[src/rtl/spi_word_packer_fifo.sv]
`default_nettype none
// ============================================================================
// Module      : spi_word_packer_fifo
// Description : Packs SPI bytes MSB-first into words; command bytes flush and
//               become tagged single entries; results go through an FWFT FIFO.
// Revision    : 1.0 - initial release
// ============================================================================
module spi_word_packer_fifo #(
    parameter int BYTE_W         = 8,
    parameter int BYTES_PER_WORD = 2,
    parameter int DEPTH          = 160,
    parameter int WORD_W         = BYTE_W * BYTES_PER_WORD,
    parameter int ADDR_W         = $clog2(DEPTH)
) (
    input  logic              clk_SPI,
    input  logic              reset_n,
    input  logic              clear,
    input  logic [BYTE_W-1:0] s_data,
    input  logic              s_cmd,
    input  logic              s_valid,
    output logic              s_ready,
    output logic [WORD_W-1:0] m_data,
    output logic              m_mode,
    output logic              m_valid,
    input  logic              m_ready,
    output logic [ADDR_W:0]   level,
    output logic              partial
);

    localparam int                ASM_W     = (BYTES_PER_WORD - 1) * BYTE_W;
    localparam int                CNT_W     = $clog2(BYTES_PER_WORD);
    localparam logic [CNT_W-1:0]  LAST_SLOT = CNT_W'(BYTES_PER_WORD - 1);
    localparam logic [ADDR_W-1:0] LAST_ADDR = ADDR_W'(DEPTH - 1);
    localparam logic [ADDR_W:0]   FULL_CNT  = (ADDR_W + 1)'(DEPTH);

    logic [WORD_W:0]   mem [DEPTH];

    logic [CNT_W-1:0]  byte_cnt_q, byte_cnt_d;
    logic [ASM_W-1:0]  asm_q, asm_d;
    logic [ADDR_W-1:0] wr_ptr_q, wr_ptr_d;
    logic [ADDR_W-1:0] rd_ptr_q, rd_ptr_d;
    logic [ADDR_W:0]   count_q, count_d;

    logic              w_full;
    logic              w_partial;
    logic              w_accept;
    logic              w_flush;
    logic              w_push;
    logic              w_pop;
    logic [WORD_W:0]   w_wdata;
    logic [WORD_W:0]   w_head;

    always_comb begin
        w_full    = (count_q == FULL_CNT);
        w_partial = (byte_cnt_q != '0);
        s_ready   = !w_full && !clear && !(s_cmd && w_partial);
        w_accept  = s_valid && s_ready;
        // A command meeting a partial word emits the partial word instead of
        // being accepted; it is taken on a later cycle.
        w_flush   = s_valid && s_cmd && w_partial && !w_full && !clear;
        w_pop     = (count_q != '0) && m_ready && !clear;

        byte_cnt_d = byte_cnt_q;
        asm_d      = asm_q;
        w_push     = 1'b0;
        w_wdata    = '0;

        if (w_flush) begin
            w_push     = 1'b1;
            w_wdata    = {1'b0, asm_q, {BYTE_W{1'b0}}};
            byte_cnt_d = '0;
            asm_d      = '0;
        end else if (w_accept) begin
            if (s_cmd) begin
                w_push  = 1'b1;
                w_wdata = {1'b1, s_data, {(WORD_W - BYTE_W){1'b0}}};
            end else if (byte_cnt_q == LAST_SLOT) begin
                w_push     = 1'b1;
                w_wdata    = {1'b0, asm_q, s_data};
                byte_cnt_d = '0;
                asm_d      = '0;
            end else begin
                for (int k = 0; k < BYTES_PER_WORD - 1; k++) begin
                    if (byte_cnt_q == CNT_W'(k)) begin
                        asm_d[ASM_W-1-k*BYTE_W -: BYTE_W] = s_data;
                    end
                end
                byte_cnt_d = byte_cnt_q + CNT_W'(1);
            end
        end

        wr_ptr_d = wr_ptr_q;
        rd_ptr_d = rd_ptr_q;
        count_d  = count_q;
        if (w_push) begin
            wr_ptr_d = (wr_ptr_q == LAST_ADDR) ? '0 : wr_ptr_q + ADDR_W'(1);
        end
        if (w_pop) begin
            rd_ptr_d = (rd_ptr_q == LAST_ADDR) ? '0 : rd_ptr_q + ADDR_W'(1);
        end
        case ({w_push, w_pop})
            2'b10:   count_d = count_q + (ADDR_W + 1)'(1);
            2'b01:   count_d = count_q - (ADDR_W + 1)'(1);
            default: count_d = count_q;
        endcase

        if (clear) begin
            byte_cnt_d = '0;
            asm_d      = '0;
            wr_ptr_d   = '0;
            rd_ptr_d   = '0;
            count_d    = '0;
        end
    end

    always_ff @(posedge clk_SPI or negedge reset_n) begin
        if (!reset_n) begin
            byte_cnt_q <= '0;
            asm_q      <= '0;
            wr_ptr_q   <= '0;
            rd_ptr_q   <= '0;
            count_q    <= '0;
        end else begin
            byte_cnt_q <= byte_cnt_d;
            asm_q      <= asm_d;
            wr_ptr_q   <= wr_ptr_d;
            rd_ptr_q   <= rd_ptr_d;
            count_q    <= count_d;
        end
    end

    // Storage is deliberately left out of reset.
    always_ff @(posedge clk_SPI) begin
        if (w_push) begin
            mem[wr_ptr_q] <= w_wdata;
        end
    end

    assign w_head  = mem[rd_ptr_q];
    assign m_data  = w_head[WORD_W-1:0];
    assign m_mode  = w_head[WORD_W];
    assign m_valid = (count_q != '0);
    assign level   = count_q;
    assign partial = w_partial;

endmodule
`default_nettype wire
[config.mk]
export PLATFORM = sky130hd
export DESIGN_NAME = spi_word_packer_fifo
export DESIGN_NICKNAME = d
export VERILOG_FILES = /design/src/rtl/spi_word_packer_fifo.sv
export SDC_FILE = /design/constraint.sdc
export NUM_CORES = 2
export LEC_CHECK = 0
export ABC_AREA = 1
export CORE_MARGIN = 2
export CORE_UTILIZATION = 52
export DETAILED_ROUTE_END_ITERATION = 12
export PLACE_DENSITY = 0.67
export SYNTH_ARGS = -nofsm -noshare
export SYNTH_HDL_FRONTEND = slang
export SYNTH_SLANG_ARGS = --single-unit
export TNS_END_PERCENT = 50
[constraint.sdc]
create_clock -name clk_SPI -period 37.7 [get_ports clk_SPI]
set_input_delay 3.77 -clock clk_SPI [delete_from_list [all_inputs] [get_ports clk_SPI]]
set_output_delay 3.77 -clock clk_SPI [all_outputs]
set_load 0.01 [all_outputs]
Word-level counts from Yosys, hierarchy flattened --
Memories as Yosys holds them, arrays and structs flattened. Index checks and enable logic that the tools add are counted.
Storage, ports and cells: memories 1, bits in registers 34, output and inout bits 29, memory bits (writable) 2720, word-level logic and storage cells 64, bits of input ports 14
Operators by class: reductions and logical operators 19, muxes and demuxes 28, add/sub/neg operators 5, eq/ne operators 6
Memory list:
- mem | depth 160, width 17, rd ports 1, clocked after memory_dff 0, write ports 1, line 36 | logic [WORD_W:0] mem [DEPTH];
Operators by type and width (count):
- two-way mux 8 bit | 11
- two-way mux 17 bit | 3
- case mux 9 bit (2 select lines) | 1
- adder 8 x 1 -> 8 bit (second input constant) | 2
- == test 8 bit (second input constant) | 2
- two-way mux 16 bit | 1
- two-way mux 1 bit | 11
- logical AND 1 bit | 10
- adder 9 x 1 -> 9 bit (second input constant) | 1
- == test 9 x 8 -> 1 bit (second input constant) | 1
- two-way mux 9 bit | 1
- nonzero test 9 bit | 1
- subtractor 9 x 1 -> 9 bit (second input constant) | 1
- nonzero test 3 bit | 2
- nonzero test 2 bit | 2
- zero test 1 bit | 3
- inequality test 3 x 2 -> 1 bit (second input constant) | 1
- == test 2 x 1 -> 1 bit (second input constant) | 1
- == test 2 bit (second input constant) | 1
- AND reduction 2 bit | 1
- adder 1 bit (second input constant) | 1

Logic depth before layout (Yosys ltp) --
depth after elaboration 10, depth in mapped cells 18, gate-level depth less buffers 16

Worst setup path before layout --
No wires, ideal clock.
path kind input to register, from in clear, to mem mem[0][10] (netlist bit), data pin, stages on the path 6, library setup time 1.445 ns, required time 36.255 ns, slack 22.272 ns, buffers on the path 1, arrival 13.983 ns, cells stage by stage inv_1 clkbuf_1 nand3_1 nor3_1 nand2_1 o21ai_0
On the way: word-level cells in the longest chain between the ends 6, elaborated cells on any way between the ends 7, classes of those cells mux (2); reduce/logical (5)
RTL lines:
- start: declaration | line 17 | input logic clear,
- zero test 1 bit * | line 56, 60
- logical AND 1 bit (2 in a row) | line 56 | s_ready = !w_full && !clear && !(s_cmd && w_partial);
- logical AND 1 bit | line 57 | w_accept = s_valid && s_ready;
- two-way mux 17 bit | line 73 | end else if (w_accept) begin
- two-way mux 17 bit * | line 68 | if (w_flush) begin
- net w_wdata[10] | line 50 | logic [WORD_W:0] w_wdata;
- end: declaration | line 36
Mark *: on every way through the listed nets, which the timed path passes. The rest lies on a longest branch.

Worst setup path in the final report --
from reg rd_ptr_q[1], to out m_data[0]
On the way: word-level cells in the longest chain between the ends 1
RTL lines:
- start: declaration | line 41 | logic [ADDR_W-1:0] rd_ptr_q, rd_ptr_d;
- start signal: assignment | line 127 | rd_ptr_q <= rd_ptr_d;
- memory (160 x 17 bit)
- end: declaration | line 22 | output logic [WORD_W-1:0] m_data,
Every way passes these cells.

==> impl_summary.log <==
[metrics] final critical-path share of the clock period: between 20% and 30%
[metrics] adder-cell area share of the yosys netlist: less than 1%
[metrics] post-route setup TNS: 0 ns
[metrics] post-synthesis share of cell area spent on and, or, nand and nor gates: 16.8%
[metrics] flop and latch count out of synthesis: ~2800
[metrics] share of the synthesized area in compound gates (AO/OA/AOI/OAI): roughly 6%
[metrics] Lkg Pwr: 44.6 nW
[metrics] CTS tree: yes
[metrics] final critical-path setup slack: 26.85 ns
[metrics] slowest library cell on the worst path: sky130_fd_sc_hd__dfrtp_4
[metrics] Layout Utilization: slightly below 60%
[metrics] clk root buf: sky130_fd_sc_hd__clkbuf_16
[metrics] count of mapped cells out of synthesis: just under 10000
[metrics] Detail Placement HPWL: between 150000 and 200000 um
[metrics] synthesized net count: ~9700
[metrics] Max Clock Skew: 0.0303 ns
[metrics] starting utilization of the core area: a little over half
[metrics] fin nets: ~9700
[metrics] number of global-route vias before repair: roughly 70000
[metrics] Worst-Margin Slew: 1.35 ns
[metrics] antenna violation net count after detailed routing: 0
[metrics] Critical Path AT: between 7 and 8 ns
[metrics] worst supply voltage drop on vdd: 0.0000585 V
[metrics] status: finished, final reports clean
[metrics] worst slew margin relative to its limit: 10.1%
[metrics] total clock buffers created by CTS: roughly 290
[metrics] setup repair after global routing missed its margin: false
[metrics] Max Buffers Root-to-Sink: 4
[metrics] count of warnings emitted by yosys: 0
[metrics] power density over the cells: just under 60 mW/mm2
[metrics] leading cell types in the layout, fill and taps excluded: 2720 x sky130_fd_sc_hd__edfxtp_1, 1979 x sky130_fd_sc_hd__nand2_1, 1739 x sky130_fd_sc_hd__nor2_1
[metrics] H-tree levels: 5
[metrics] Worst path max stage delay: 0.91 ns
[metrics] parity-gate share of the synthesized area counting xor and xnor cells: less than 1%
[metrics] distinct cell type count of the synthesized netlist: 34
[metrics] CP Max Fanout: 61
[metrics] crit-path most repeated cell: sky130_fd_sc_hd__nand2_1
[metrics] final number of setup-violating endpoints: 0
[metrics] Post-CTS Hold Fix Bufs: 0
[metrics] Highest Clock Rate: between 0.09 and 0.1 GHz
[metrics] main combinational cell family by area after synthesis: simple AND/OR/NAND/NOR gates
[metrics] RePlAce Congestion: 0.904
[metrics] die area: ~0.22 mm2
[metrics] number of vias per cell: 5.94
[metrics] total count of hold-check failures in the final report: 0
[metrics] path category of the worst min-delay check: flip-flop to flip-flop
[metrics] number of optimization iterations in the first detailed-route pass: 6
[metrics] number of standard cells in the final layout excluding fillers: around 13000
[metrics] global-route wire length before repair: roughly 470000 um
[metrics] Worst setup EP type: primary output
[metrics] summed instance area of the synthesized netlist: about 0.11 mm2
[metrics] via count: between 70000 and 80000
[metrics] width of the die: 469 um
[metrics] number of DRC violations after detailed-routing iteration 0: 10800
[metrics] cell breakdown of the critical path: buf_4 -> buf_4 -> buf_4 -> buf_4 -> nand3_1 -> nand2_1 -> nand2_1 -> nand2_1 -> nor2_1 -> nand2_1 -> nand2_1 -> nand2_1 -> nand2_1 -> nor2_1 -> nand2_1 -> nand2_1 -> clkdlybuf4s50_1
[metrics] count of max-cap constraint violations: 0
[metrics] layout cell share with drive strength beyond 1: 7.27%
[metrics] Worst EP required: approximately 34 ns
[metrics] Post-CTS Resized: 0
[metrics] critical path type: flip-flop to primary output
[metrics] number of sinks on the clock net: 2754
[metrics] total detailed-routing wirelength: between 300000 and 400000 um
[metrics] fraction of synthesized area in multiplexers: 0%
[metrics] most common library cell in the layout ignoring fill and taps: sky130_fd_sc_hd__edfxtp_1
[metrics] mean area per synthesized cell: about 12 um2
[metrics] worst setup slack before clock tree synthesis: roughly 28 ns
[metrics] antenna violations before repair: 10
[metrics] Crit path max-delay family: buffers and inverters
[metrics] total core area: around 0.21 mm2
[metrics] Post-CTS Setup Repair Bufs: 0
[metrics] all-layer global routing usage: between 20% and 30%
[metrics] DRC violations left: 0
[metrics] clock latency on the worst-skew pair: around 0.95 ns
[metrics] Worst Setup Start Kind: flip-flop
[metrics] Overflow after GRT: 0
[metrics] Buffers & Inverters on Critical Path: 5
[metrics] Syn-to-layout area delta: 10.8%
[metrics] clock transition at the registers of the reported paths: ~0.06 ns
[metrics] Tmin final: around 11 ns
[metrics] sequential element share of the synthesized area: roughly 73%
[metrics] maximum number of pins on one net before global-route repair: about 250
[metrics] Cell Rows: 170
[metrics] Slew Viols, Final: 0
[metrics] number of ports placed on the die boundary: 43
[metrics] height of the die: ~470 um
[metrics] wire length per cell: 25.2 um
[metrics] IO Port Bufs: 42
[metrics] post-placement cell count: roughly 12000
[final timing paths]
kind,start,endpoint,slack (ns),cells after the start
max in group asynchronous,reset_n,rd_ptr_q[1],33.93,1
min in group asynchronous,reset_n,asm_q[5],3.00,1
min,wr_ptr_q[2],wr_ptr_q[2],0.54,1
min reg2reg,wr_ptr_q[2],wr_ptr_q[2],0.54,1
max reg2reg,level[0],mem[96][1],33.15,9
max,rd_ptr_q[1],m_data[0],26.85,17
[per-stage QoR]
stage          power [W]  hold slack (ns)  area (um2)
2_1_floorplan    0.00432            0.488      113000
3_3_place_gp     0.00474            0.521      116000
3_5_place_dp     0.00476            0.530      116000
4_1_cts          0.00741            0.538      125000
5_1_grt          0.00766            0.578      125000
6_report         0.00742            0.536      125000
[cells in the mapped netlist]
cell	number	share of area [%]
sky130_fd_sc_hd__and3_1	11	0.061
sky130_fd_sc_hd__clkbuf_2	1	0.0044
sky130_fd_sc_hd__nor3_1	15	0.067
sky130_fd_sc_hd__o21ai_0	844	3.8
sky130_fd_sc_hd__nor2_1	1792	6.0
sky130_fd_sc_hd__clkinv_1	1	0.0033
sky130_fd_sc_hd__dfrtp_1	34	0.76
sky130_fd_sc_hd__ha_1	12	0.13
sky130_fd_sc_hd__xnor2_1	2	0.016
sky130_fd_sc_hd__nand4_1	23	0.13
sky130_fd_sc_hd__buf_4	30	0.20
sky130_fd_sc_hd__inv_4	1	0.0056
sky130_fd_sc_hd__nand3_1	842	3.7
sky130_fd_sc_hd__a21oi_1	174	0.77
sky130_fd_sc_hd__o31ai_1	1	0.0067
sky130_fd_sc_hd__buf_1	58	0.19
sky130_fd_sc_hd__edfxtp_1	2720	73
sky130_fd_sc_hd__xor2_1	7	0.054
sky130_fd_sc_hd__clkbuf_1	253	0.84
sky130_fd_sc_hd__or2_2	40	0.22
sky130_fd_sc_hd__o21bai_1	1	0.0067
sky130_fd_sc_hd__buf_2	224	1.0
sky130_fd_sc_hd__nand2_1	1980	6.6
sky130_fd_sc_hd__o21a_1	2	0.013
sky130_fd_sc_hd__inv_1	302	1.0
sky130_fd_sc_hd__o22ai_1	89	0.49
sky130_fd_sc_hd__o21ai_1	74	0.33
sky130_fd_sc_hd__nor3_2	1	0.0089
sky130_fd_sc_hd__buf_6	25	0.25
sky130_fd_sc_hd__o221ai_1	25	0.19
sky130_fd_sc_hd__inv_2	5	0.017
sky130_fd_sc_hd__o211ai_1	78	0.52
sky130_fd_sc_hd__nand3b_1	2	0.013
sky130_fd_sc_hd__fa_1	1	0.018
[layer usage]
metal	vias to the layer above	track usage [%]	wire, um
li1	33600	-	-
met1	36800	40.7	125000
met2	4396	42.8	144000
met3	646	6.14	36700
met4	12	11.7	13400
met5	-	0	72
[worst reg2reg max path: cells and delay by family, from the launching register on]
kind | cells | cell delay, ns
buffers and inverters | 3 | 0.87
flip-flops | 1 | 0.43
AND/OR/NAND/NOR | 6 | 2.96
[power by group]
part / leakage (nW) / switching, W / internal (W)
logic: 14.8 / 0.00101 / 0.000353
clock network: 4.26 / 0.00114 / 0.00155
registers: 25.6 / 0.0000220 / 0.00334
total: 44.6 / 0.00217 / 0.00525
[kinds of logic after synthesis]
| group | Yosys count |
|---|---|
| and+or+nand+nor | 4706 |
| AOI/OAI and AO/OA | 1288 |
| buffers and inverters | 900 |
| DFF | 2754 |
| xor gates and xnor gates | 9 |
| adders and majority gates | 13 |
[area by class of cell]
cell class              count  area [um2]
diodes                      5        12.5
clock buffers             388        7910
clock inverters           106         805
fillers                 17000       90100
inverters                 309        1200
multi-input cells        6016       26300
flip-flops and latches   2754       82500
well taps                2838        3550
repair buffers            272        2380
[state kept, by name, indices dropped and copies added (netlist names)]
register,cells
rd_ptr_q,8
asm_q,8
level,9
partial,1
mem,2720
wr_ptr_q,8
(Power assumes the default switching activity.)
